==> src/rtl/bram_stream_reader_pkg.sv <==
// Shared stream widths, keep constant and FSM state encoding for the BRAM frame reader.
package bram_stream_reader_pkg;

    localparam int AXIS_DATA_W = 128;
    localparam int AXIS_KEEP_W = 16;
    localparam logic [AXIS_KEEP_W-1:0] KEEP_ALL = 16'hFFFF;

    typedef logic [1:0] state_t;

    localparam state_t ST_IDLE  = 2'd0;
    localparam state_t ST_READ  = 2'd1;
    localparam state_t ST_DRAIN = 2'd2;

endpackage

==> src/rtl/bram_stream_reader_fifo.sv <==
// Synchronous FIFO with exposed count/empty/full and a combinational head.
// Storage is not reset; only pointers and count are.
module stream_fifo #(
    parameter int WIDTH = 129,
    parameter int DEPTH = 4
) (
    input  logic                       clk,
    input  logic                       rst_n,
    input  logic                       push,
    input  logic [WIDTH-1:0]           push_data,
    input  logic                       pop,
    output logic [WIDTH-1:0]           head,
    output logic [$clog2(DEPTH+1)-1:0] count,
    output logic                       empty,
    output logic                       full
);

    localparam int CNT_W = $clog2(DEPTH + 1);
    localparam int PTR_W = (DEPTH > 1) ? $clog2(DEPTH) : 1;

    logic [WIDTH-1:0] mem [DEPTH];
    logic [PTR_W-1:0] wr_ptr;
    logic [PTR_W-1:0] rd_ptr;
    logic             do_push;
    logic             do_pop;

    function automatic logic [PTR_W-1:0] next_ptr(input logic [PTR_W-1:0] p);
        return (p == PTR_W'(DEPTH - 1)) ? '0 : p + 1'b1;
    endfunction

    assign empty   = (count == '0);
    assign full    = (count == CNT_W'(DEPTH));
    assign do_push = push && !full;
    assign do_pop  = pop && !empty;
    assign head    = mem[rd_ptr];

    always_ff @(posedge clk or negedge rst_n) begin
        if (!rst_n) begin
            wr_ptr <= '0;
            rd_ptr <= '0;
            count  <= '0;
        end else begin
            if (do_push) wr_ptr <= next_ptr(wr_ptr);
            if (do_pop)  rd_ptr <= next_ptr(rd_ptr);
            case ({do_push, do_pop})
                2'b10:   count <= count + 1'b1;
                2'b01:   count <= count - 1'b1;
                default: count <= count;
            endcase
        end
    end

    always_ff @(posedge clk) begin
        if (do_push) mem[wr_ptr] <= push_data;
    end

endmodule

==> src/rtl/bram_stream_reader.sv <==
// Reads one frame of 128-bit words from BRAM and streams it as an AXI-Stream master.
// Reads are issued only against free FIFO credit, so back-pressure never drops a word.
module bram_stream_reader
    import bram_stream_reader_pkg::*;
#(
    parameter int IMAGE_DEPTH  = 768,
    parameter int ADDR_WIDTH   = 10,
    parameter int READ_LATENCY = 1,
    parameter int FIFO_DEPTH   = 4
) (
    input  logic                   clk,
    input  logic                   rst_n,
    input  logic                   start,
    output logic                   busy,
    output logic                   done,
    output logic [ADDR_WIDTH-1:0]  bram_addr,
    output logic                   bram_en,
    input  logic [AXIS_DATA_W-1:0] bram_dout,
    output logic [AXIS_DATA_W-1:0] m_axis_tdata,
    output logic [AXIS_KEEP_W-1:0] m_axis_tkeep,
    output logic                   m_axis_tlast,
    output logic                   m_axis_tvalid,
    input  logic                   m_axis_tready
);

    localparam int CNT_W = $clog2(FIFO_DEPTH + 1);
    localparam int OCC_W = $clog2(FIFO_DEPTH + READ_LATENCY + 2) + 1;
    localparam logic [ADDR_WIDTH-1:0] LAST_ADDR = ADDR_WIDTH'(IMAGE_DEPTH - 1);

    state_t                  state;
    state_t                  state_nxt;
    logic [ADDR_WIDTH-1:0]   issue_ptr;
    logic                    issue;
    logic                    issue_last;
    logic                    start_accept;
    logic                    final_beat;
    logic                    credit_ok;
    logic [OCC_W-1:0]        in_flight;
    logic [OCC_W-1:0]        occupancy;

    logic                    en_p0;
    logic                    last_p0;
    logic [READ_LATENCY-1:0] vld_p1;
    logic [READ_LATENCY-1:0] last_p1;

    logic                    push;
    logic                    pop;
    logic [AXIS_DATA_W:0]    fifo_head;
    logic [CNT_W-1:0]        fifo_count;
    logic                    fifo_empty;
    logic                    fifo_full;

    always_ff @(posedge clk or negedge rst_n) begin
        if (!rst_n) state <= ST_IDLE;
        else        state <= state_nxt;
    end

    always_comb begin
        state_nxt = state;
        case (state)
            ST_IDLE:  if (start)      state_nxt = ST_READ;
            ST_READ:  if (issue_last) state_nxt = ST_DRAIN;
            ST_DRAIN: if (final_beat) state_nxt = ST_IDLE;
            default:                  state_nxt = ST_IDLE;
        endcase
    end

    // A word counts against credit from issue until it is popped; a same-cycle pop frees its slot.
    always_comb begin
        in_flight = OCC_W'(en_p0);
        for (int i = 0; i < READ_LATENCY; i++) begin
            in_flight = in_flight + OCC_W'(vld_p1[i]);
        end
    end

    assign occupancy = OCC_W'(fifo_count) + in_flight;
    assign credit_ok = occupancy < (OCC_W'(FIFO_DEPTH) + OCC_W'(pop));

    always_comb begin
        issue        = (state == ST_READ) && credit_ok;
        issue_last   = issue && (issue_ptr == LAST_ADDR);
        start_accept = (state == ST_IDLE) && start;
        final_beat   = (state == ST_DRAIN) && pop && m_axis_tlast;
        busy         = (state != ST_IDLE);
    end

    // Stage p0: registered BRAM request, travels with its frame-last flag
    always_ff @(posedge clk or negedge rst_n) begin
        if (!rst_n) begin
            issue_ptr <= '0;
            bram_addr <= '0;
            en_p0     <= 1'b0;
            last_p0   <= 1'b0;
            done      <= 1'b0;
        end else begin
            en_p0   <= issue;
            last_p0 <= issue_last;
            if (issue) bram_addr <= issue_ptr;
            if (start_accept)            issue_ptr <= '0;
            else if (issue && !issue_last) issue_ptr <= issue_ptr + 1'b1;
            if (start_accept)    done <= 1'b0;
            else if (final_beat) done <= 1'b1;
        end
    end

    assign bram_en = en_p0;

    // Stage p1: flags delayed to match BRAM read latency; the last stage aligns with bram_dout
    always_ff @(posedge clk or negedge rst_n) begin
        if (!rst_n) begin
            vld_p1  <= '0;
            last_p1 <= '0;
        end else begin
            vld_p1[0]  <= en_p0;
            last_p1[0] <= last_p0;
            for (int i = 1; i < READ_LATENCY; i++) begin
                vld_p1[i]  <= vld_p1[i-1];
                last_p1[i] <= last_p1[i-1];
            end
        end
    end

    assign push = vld_p1[READ_LATENCY-1] && !fifo_full;
    assign pop  = m_axis_tvalid && m_axis_tready;

    stream_fifo #(
        .WIDTH (AXIS_DATA_W + 1),
        .DEPTH (FIFO_DEPTH)
    ) u_fifo (
        .clk       (clk),
        .rst_n     (rst_n),
        .push      (push),
        .push_data ({last_p1[READ_LATENCY-1], bram_dout}),
        .pop       (pop),
        .head      (fifo_head),
        .count     (fifo_count),
        .empty     (fifo_empty),
        .full      (fifo_full)
    );

    // Output: FIFO head, forced to zero when empty so idle/reset shows clean values
    assign m_axis_tvalid = !fifo_empty;
    assign m_axis_tdata  = fifo_empty ? '0 : fifo_head[AXIS_DATA_W-1:0];
    assign m_axis_tlast  = !fifo_empty && fifo_head[AXIS_DATA_W];
    assign m_axis_tkeep  = KEEP_ALL;

endmodule

==> config.mk <==
export PLATFORM = sky130hd
export DESIGN_NAME = bram_stream_reader
export DESIGN_NICKNAME = d
export VERILOG_FILES = /design/src/rtl/bram_stream_reader_pkg.sv /design/src/rtl/bram_stream_reader_fifo.sv /design/src/rtl/bram_stream_reader.sv
export SDC_FILE = /design/constraint.sdc
export NUM_CORES = 1
export LEC_CHECK = 0
export CORE_ASPECT_RATIO = 0.75
export CORE_MARGIN = 4
export CORE_UTILIZATION = 25
export DETAILED_ROUTE_END_ITERATION = 7
export GPL_TIMING_DRIVEN = 0
export PLACE_DENSITY = 0.43
export SYNTH_ARGS = -nofsm -noshare
export SYNTH_HDL_FRONTEND = slang
export SYNTH_HIERARCHICAL = 1
export SYNTH_SLANG_ARGS = --single-unit
==> constraint.sdc <==
create_clock -name clk -period 4.95 [get_ports clk]
set_input_delay 0.99 -clock clk [delete_from_list [all_inputs] [get_ports clk]]
set_output_delay 0.99 -clock clk [all_outputs]
set_load 0.02 [all_outputs]
-- After elaboration in Yosys (flattened, before gate mapping)
Memories as Yosys holds them, arrays and structs flattened.
Cells that the tools add are included.
- word-level logic and storage cells: 67
- bits in registers: 34
- output and inout port bits: 159
- RAM bits: 516
- memories: 1
- bits of input ports: 132
- reductions and logical operators: 21
- mux-type cells: 14
- add/sub/neg operators: 8
- $lt $le $gt $ge: 1
- eq/ne operators: 11
- memories (name ; words ; width ; read ports ; clocked after Yosys merged registers in ; write ports ; line ; RTL):
    u_fifo.mem ; 4 ; 129 ; 1 ; 0 ; 1 ; bram_stream_reader_fifo.sv:21 ; logic [WIDTH-1:0] mem [DEPTH];
- operators with widths (operator ; number):
    $mux W128 ; 1
    $mux W10 ; 2
    $logic_and A1 B1 Y1 ; 11
    $add A10 B1 Y10 const B ; 1
    $eq A10 B10 Y1 const B ; 1
    $mux W2 ; 5
    $eq A2 B2 Y1 const B ; 4
    $reduce_bool A2 Y1 ; 4
    $ne A2 B2 Y1 const B ; 3
    $pmux W2 S3 ; 1
    $pmux W3 S2 ; 1
    $add A2 B1 Y2 const B ; 2
    $add A3 B1 Y4 const A ; 1
    $add A3 B2 Y4 ; 1
    $eq A2 B1 Y1 const B ; 2
    $lt A4 B4 Y1 ; 1
    $mux W1 ; 4
    $add A3 B1 Y3 const B ; 1
    $eq A3 B3 Y1 const B ; 1
    $logic_not A1 Y1 ; 3
    $logic_not A3 Y1 ; 1
    $reduce_and A3 Y1 ; 1
    $sub A3 B1 Y3 const B ; 1
    $add A1 B1 Y2 ; 1
    $logic_not A2 Y1 ; 1

-- Depth between registers and ports, before layout
- depth after elaboration: 11
- gate-level depth with buffers: 10
- depth with buffers taken out: 10

-- Cells and area by module
The synthesis kept the hierarchy.
- by module, submodules not included (module ; times used ; area each (um2) ; sequential area each (um2) ; cells an instance):
    stream_fifo ; 1 ; 19054.5 ; 15670.0 ; 715
    bram_stream_reader ; 1 ; 2275.9 ; 675.6 ; 290

-- Worst setup path before layout
No wires, ideal clock.
- path type: register to register
- start: register u_fifo.count[2]
- end: memory u_fifo.mem[1][0], enable pin
- period minus slack after synthesis: 4.483 ns
- arrival time: 3.979 ns
- setup time: 0.503 ns
- slack: 0.467 ns
- data required time: 4.447 ns
- path buffers: 0
- cell stages (with the launch flop): 5
- cell sequence: dfrtp_1 > nor3b_1 > nor2_1 > nor2b_1 > and2_1
- word-level cells in the longest chain between the ends: 6
- RTL lines (item ; line ; RTL):
    start: declaration ; bram_stream_reader_fifo.sv:13 ; output logic [$clog2(DEPTH+1)-1:0] count,
    start signal: assignment ; bram_stream_reader_fifo.sv:46 ; 2'b10: count <= count + 1'b1;
    start signal: assignment ; bram_stream_reader_fifo.sv:47 ; 2'b01: count <= count - 1'b1;
    start signal: assignment ; bram_stream_reader_fifo.sv:48 ; default: count <= count;
    $eq A3 B3 Y1 ; bram_stream_reader_fifo.sv:32 ; assign full = (count == CNT_W'(DEPTH));
    net fifo_full ; bram_stream_reader.sv:51 ; logic fifo_full;
    $logic_not A1 Y1 ; bram_stream_reader.sv:123 ; assign push = vld_p1[READ_LATENCY-1] && !fifo_full;
    $logic_and A1 B1 Y1 ; bram_stream_reader.sv:123 ;
    net push ; bram_stream_reader.sv:46 ; logic push;
    $logic_and A1 B1 Y1 ; bram_stream_reader_fifo.sv:33 ; assign do_push = push && !full;
    $mux W1 ; bram_stream_reader_fifo.sv:54 ; if (do_push) mem[wr_ptr] <= push_data;
    $mux W1 (implied by the code) ; bram_stream_reader_fifo.sv:54 ;
    end: declaration ; bram_stream_reader_fifo.sv:21 ;
The timed path passes the listed nets, and every way through them passes these cells.

-- Worst setup path after layout
- start: register u_fifo.rd_ptr[1]
- end: output m_axis_tdata[49]
- word-level cells in the longest chain between the ends: 2
- RTL lines (item ; line ; RTL):
    start: declaration ; bram_stream_reader_fifo.sv:23 ; logic [PTR_W-1:0] rd_ptr;
    start signal: assignment ; bram_stream_reader_fifo.sv:44 ; if (do_pop) rd_ptr <= next_ptr(rd_ptr);
    $mem_v2 Z4 W129 ; - ;
    net fifo_head[49] ; bram_stream_reader.sv:48 ; logic [AXIS_DATA_W:0] fifo_head;
    $mux W128 ; bram_stream_reader.sv:143 ; assign m_axis_tdata = fifo_empty ? '0 : fifo_head[AXIS_DATA_W-1:0];
    end: declaration ; bram_stream_reader.sv:19 ; output logic [AXIS_DATA_W-1:0] m_axis_tdata,
The timed path passes the listed nets, and every way through them passes these cells.

==> impl_metrics.env <==
export IMPL_internal_power_mw=12.72
export IMPL_ys_flop_type="edfxtp_1"
export IMPL_critPathCaptureType="primary output"
export IMPL_finalMaxSlewViolations=0
export IMPL_powerDensity_nw_per_um2=688.6
export IMPL_grt_overflow=0
export IMPL_worstMarginPinSlew_ns=1.026
export IMPL_p_switching_mw=6.441
export IMPL_status="completed"
export IMPL_crit_chain="clkbuf_1 -> buf_2 -> mux4_2 -> nor2b_1 -> clkdlybuf4s50_1"
export IMPL_grt_pass1_wl_um=78400
export IMPL_hold_violations=0
export IMPL_multi_input_area_um2=4586
export IMPL_final_cell_mix="516 x edfxtp_1, 273 x clkdlybuf4s50_1, 131 x nor2b_1, 129 x mux4_2, 61 x clkbuf_16"
export IMPL_ir_drop_mv=0.3599
export IMPL_cp_start_kind="register"
export IMPL_max_stage_delay_ns=0.81
export IMPL_first_pass_iters=4
export IMPL_die_area_um2=90110
export IMPL_synth_area_per_cell_um2=21.22
export IMPL_area_growth_pct=30.46
export IMPL_gp_congestion=0.6825
export IMPL_drc=0
export IMPL_h_tree_depth=2
export IMPL_p_seq_share_pct=34.9
export IMPL_postCtsSetupRepairBufs=0
export IMPL_die_x_um=345.3
export IMPL_timing_hold_ws_ns=0.3597
export IMPL_fmax_mhz=212.2
export IMPL_coreArea_um2=84260
export IMPL_io_pins=291
export IMPL_cts_sinks=550
export IMPL_leakage_nw=9.151
export IMPL_grt_setup_unrepaired="false"
export IMPL_synth_edf_count=516
export IMPL_antenna_found_initial=9
export IMPL_path_buf_inv=3
export IMPL_die_y_um=261.0
export IMPL_worstPathRequired_ns=3.96
export IMPL_via_per_inst=4.161
export IMPL_drv_cap=0
export IMPL_nets=1509
export IMPL_drt_wl_total_um=52950
export IMPL_crit_family="buffers and inverters"
export IMPL_track_usage_pct=11.69
export IMPL_worst_path_max_delay_cell="clkbuf_1"
export IMPL_layout_commonest_cell="edfxtp_1"
export IMPL_dpl_hpwl_um=34430
export IMPL_syn_cell_area_um2=21330
export IMPL_post_drt_wl_per_cell_um=20.80
export IMPL_vias=10590
export IMPL_synth_cells=1005
export IMPL_fin_crit_sh_pct=95.22
export IMPL_grt_pass1_vias=11630
export IMPL_arrival_ns=3.72
export IMPL_path_class="register to primary output"
export IMPL_finalSetupViolCount=0
export IMPL_ys_ff_latch=550
export IMPL_cts_tree="done"
export IMPL_cts_buffers=60
export IMPL_drive_gt1_share_pct=20.45
export IMPL_switching_share_pct=33.62
export IMPL_worstHoldPathType="register to register"
export IMPL_drtIter0Drc=507
export IMPL_cts_root_buf="clkbuf_16"
export IMPL_pwr_share_comb_pct=41.7
export IMPL_nFillCells=8106
export IMPL_grt_max_degree=50
export IMPL_fp_row_count=92
export IMPL_power_mw=19.16
export IMPL_slew_headroom_pct=31.62
export IMPL_clk_pin_slew_ns=0.06
export IMPL_synth_cell_types=44
export IMPL_worst_path_max_fanout=10
export IMPL_finalCriticalPeriod_ns=4.714
export IMPL_skew_ns=0.01440
export IMPL_clock_power_share_pct=23.4
export IMPL_setup_tns_ns=0
export IMPL_yosysSeqAreaShare_pct=76.63
export IMPL_final_seq_area_um2=16350
export IMPL_portBuffers=274
export IMPL_clock_latency_ns=0.62
export IMPL_initial_core_util_pct=25.31
export IMPL_ant_nets=0
export IMPL_clock_path_buffers=3
export IMPL_ys_warn_count=6
export IMPL_async_reset_ff_share_pct=6.182
[per-stage QoR]
step	cells	area, um^2	setup slack, ns	utilization (%)
4_1_cts	2541	27810	0.01379	33.01
3_3_place_gp	2422	25540	-3.201	30.31
3_5_place_dp	2433	25850	0.1680	30.68
5_1_grt	2541	27810	0.008364	33.01
2_1_floorplan	1020	21390	0.4671	-
6_report	2546	27830	0.2364	33.02
[path summary, 6_finish.rpt]
kind / from / endpoint / slack [ns] / cells past startpoint
worst max-delay path: u_fifo/rd_ptr[1] / m_axis_tdata[49] / 0.24 / 5
worst min-delay path: last_p0 / last_p1 / 0.36 / 0
worst max register to register: u_fifo/count[2] / u_fifo/mem[3][69] / 2.18 / 5
worst min register to register: last_p0 / last_p1 / 0.36 / 0
max in group asynchronous: rst_n / u_fifo/wr_ptr[0] / 3.96 / 1
min in group asynchronous: rst_n / bram_addr[4] / 0.47 / 1
[cell families after synthesis]
family | count (synthesis) | synth area share [%]
AO/OA/AOI/OAI | 20 | 0.7743
XOR/XNOR | 4 | 0.1995
adder cells (fa/ha/maj) | 10 | 0.6570
buffers and inverters | 79 | 2.182
flip-flops | 550 | 76.63
multiplexers | 137 | 14.02
other | 1 | 0.01758
AND/OR/NAND/NOR | 204 | 5.520
[state kept, by name, summed over array words and instances, names as in the netlist]
| register | cells |
|---|---|
| bram_addr | 10 |
| bram_en | 1 |
| done | 1 |
| issue_ptr | 10 |
| last_p0 | 1 |
| last_p1 | 1 |
| state | 2 |
| u_fifo/count | 3 |
| u_fifo/mem | 516 |
| u_fifo/rd_ptr | 2 |
| u_fifo/wr_ptr | 2 |
| vld_p1 | 1 |
[cell usage after synthesis, drive strengths merged (2+ instances only)]
| cell | n | area share, % |
|---|---|---|
| mux2 | 4 | 0.21 |
| clkbuf | 15 | 0.26 |
| buf | 47 | 1.6 |
| ha | 8 | 0.47 |
| o311ai | 2 | 0.082 |
| mux2i | 4 | 0.19 |
| and2 | 5 | 0.15 |
| and3 | 3 | 0.088 |
| fa | 2 | 0.19 |
| or4 | 3 | 0.11 |
| nand2 | 40 | 0.70 |
| nor2 | 4 | 0.070 |
| nor3 | 5 | 0.12 |
| o21ai | 4 | 0.094 |
| o31ai | 2 | 0.070 |
| edfxtp | 516 | 73 |
| a21oi | 5 | 0.12 |
| mux4 | 129 | 14 |
| o41ai | 2 | 0.082 |
| nand3 | 5 | 0.12 |
| dfrtp | 34 | 4.0 |
| nor2b | 131 | 3.8 |
| xor2 | 2 | 0.082 |
| inv | 17 | 0.30 |
| xnor2 | 2 | 0.12 |
[routing by layer]
layer	wire, um	global-route usage, %	share of wire [%]
met5	38	0	0.072
met4	1074	3.063	2.0
met3	3455	3.648	6.5
met1	23530	15.51	44
met2	24860	18.71	47
[power groups by stage]
stage	combinational (mW)	clock, mW	sequential, mW
after global placement	8.03	0	7.12
after CTS	8.32	4.66	6.70
final	8.00	4.47	6.69
after floorplan	4.52	0	6.89
after detailed placement	8.28	0	6.80
after global routing	8.67	4.87	6.79
[cell type report]
cell class,count,share of cell area (%)
inverter,17,0.2293
sequential,550,58.74
clock inverter,36,1.407
antenna,5,0.04496
clock buffer,72,5.634
multi-input combinational,391,16.48
tap,1128,5.072
buffer,62,1.466
timing repair buffer,285,10.93
[what timing repair did]
action / in CTS / in global routing
hold buffers: 0 / 0
setup endpoints to repair: 100 / 11
endpoints found under the hold margin: 0 / 0
gates resized for setup: 3 / 4
[worst reg2reg max path: stages, from the launching register on]
cell,delay (ns)
dfrtp_1,0.45
nor3b_1,0.18
nor2_1,0.08
nor2b_1,0.46
and2_4,0.80
buf_16,0.33
Note: power is estimated with default switching activity, not from simulation.
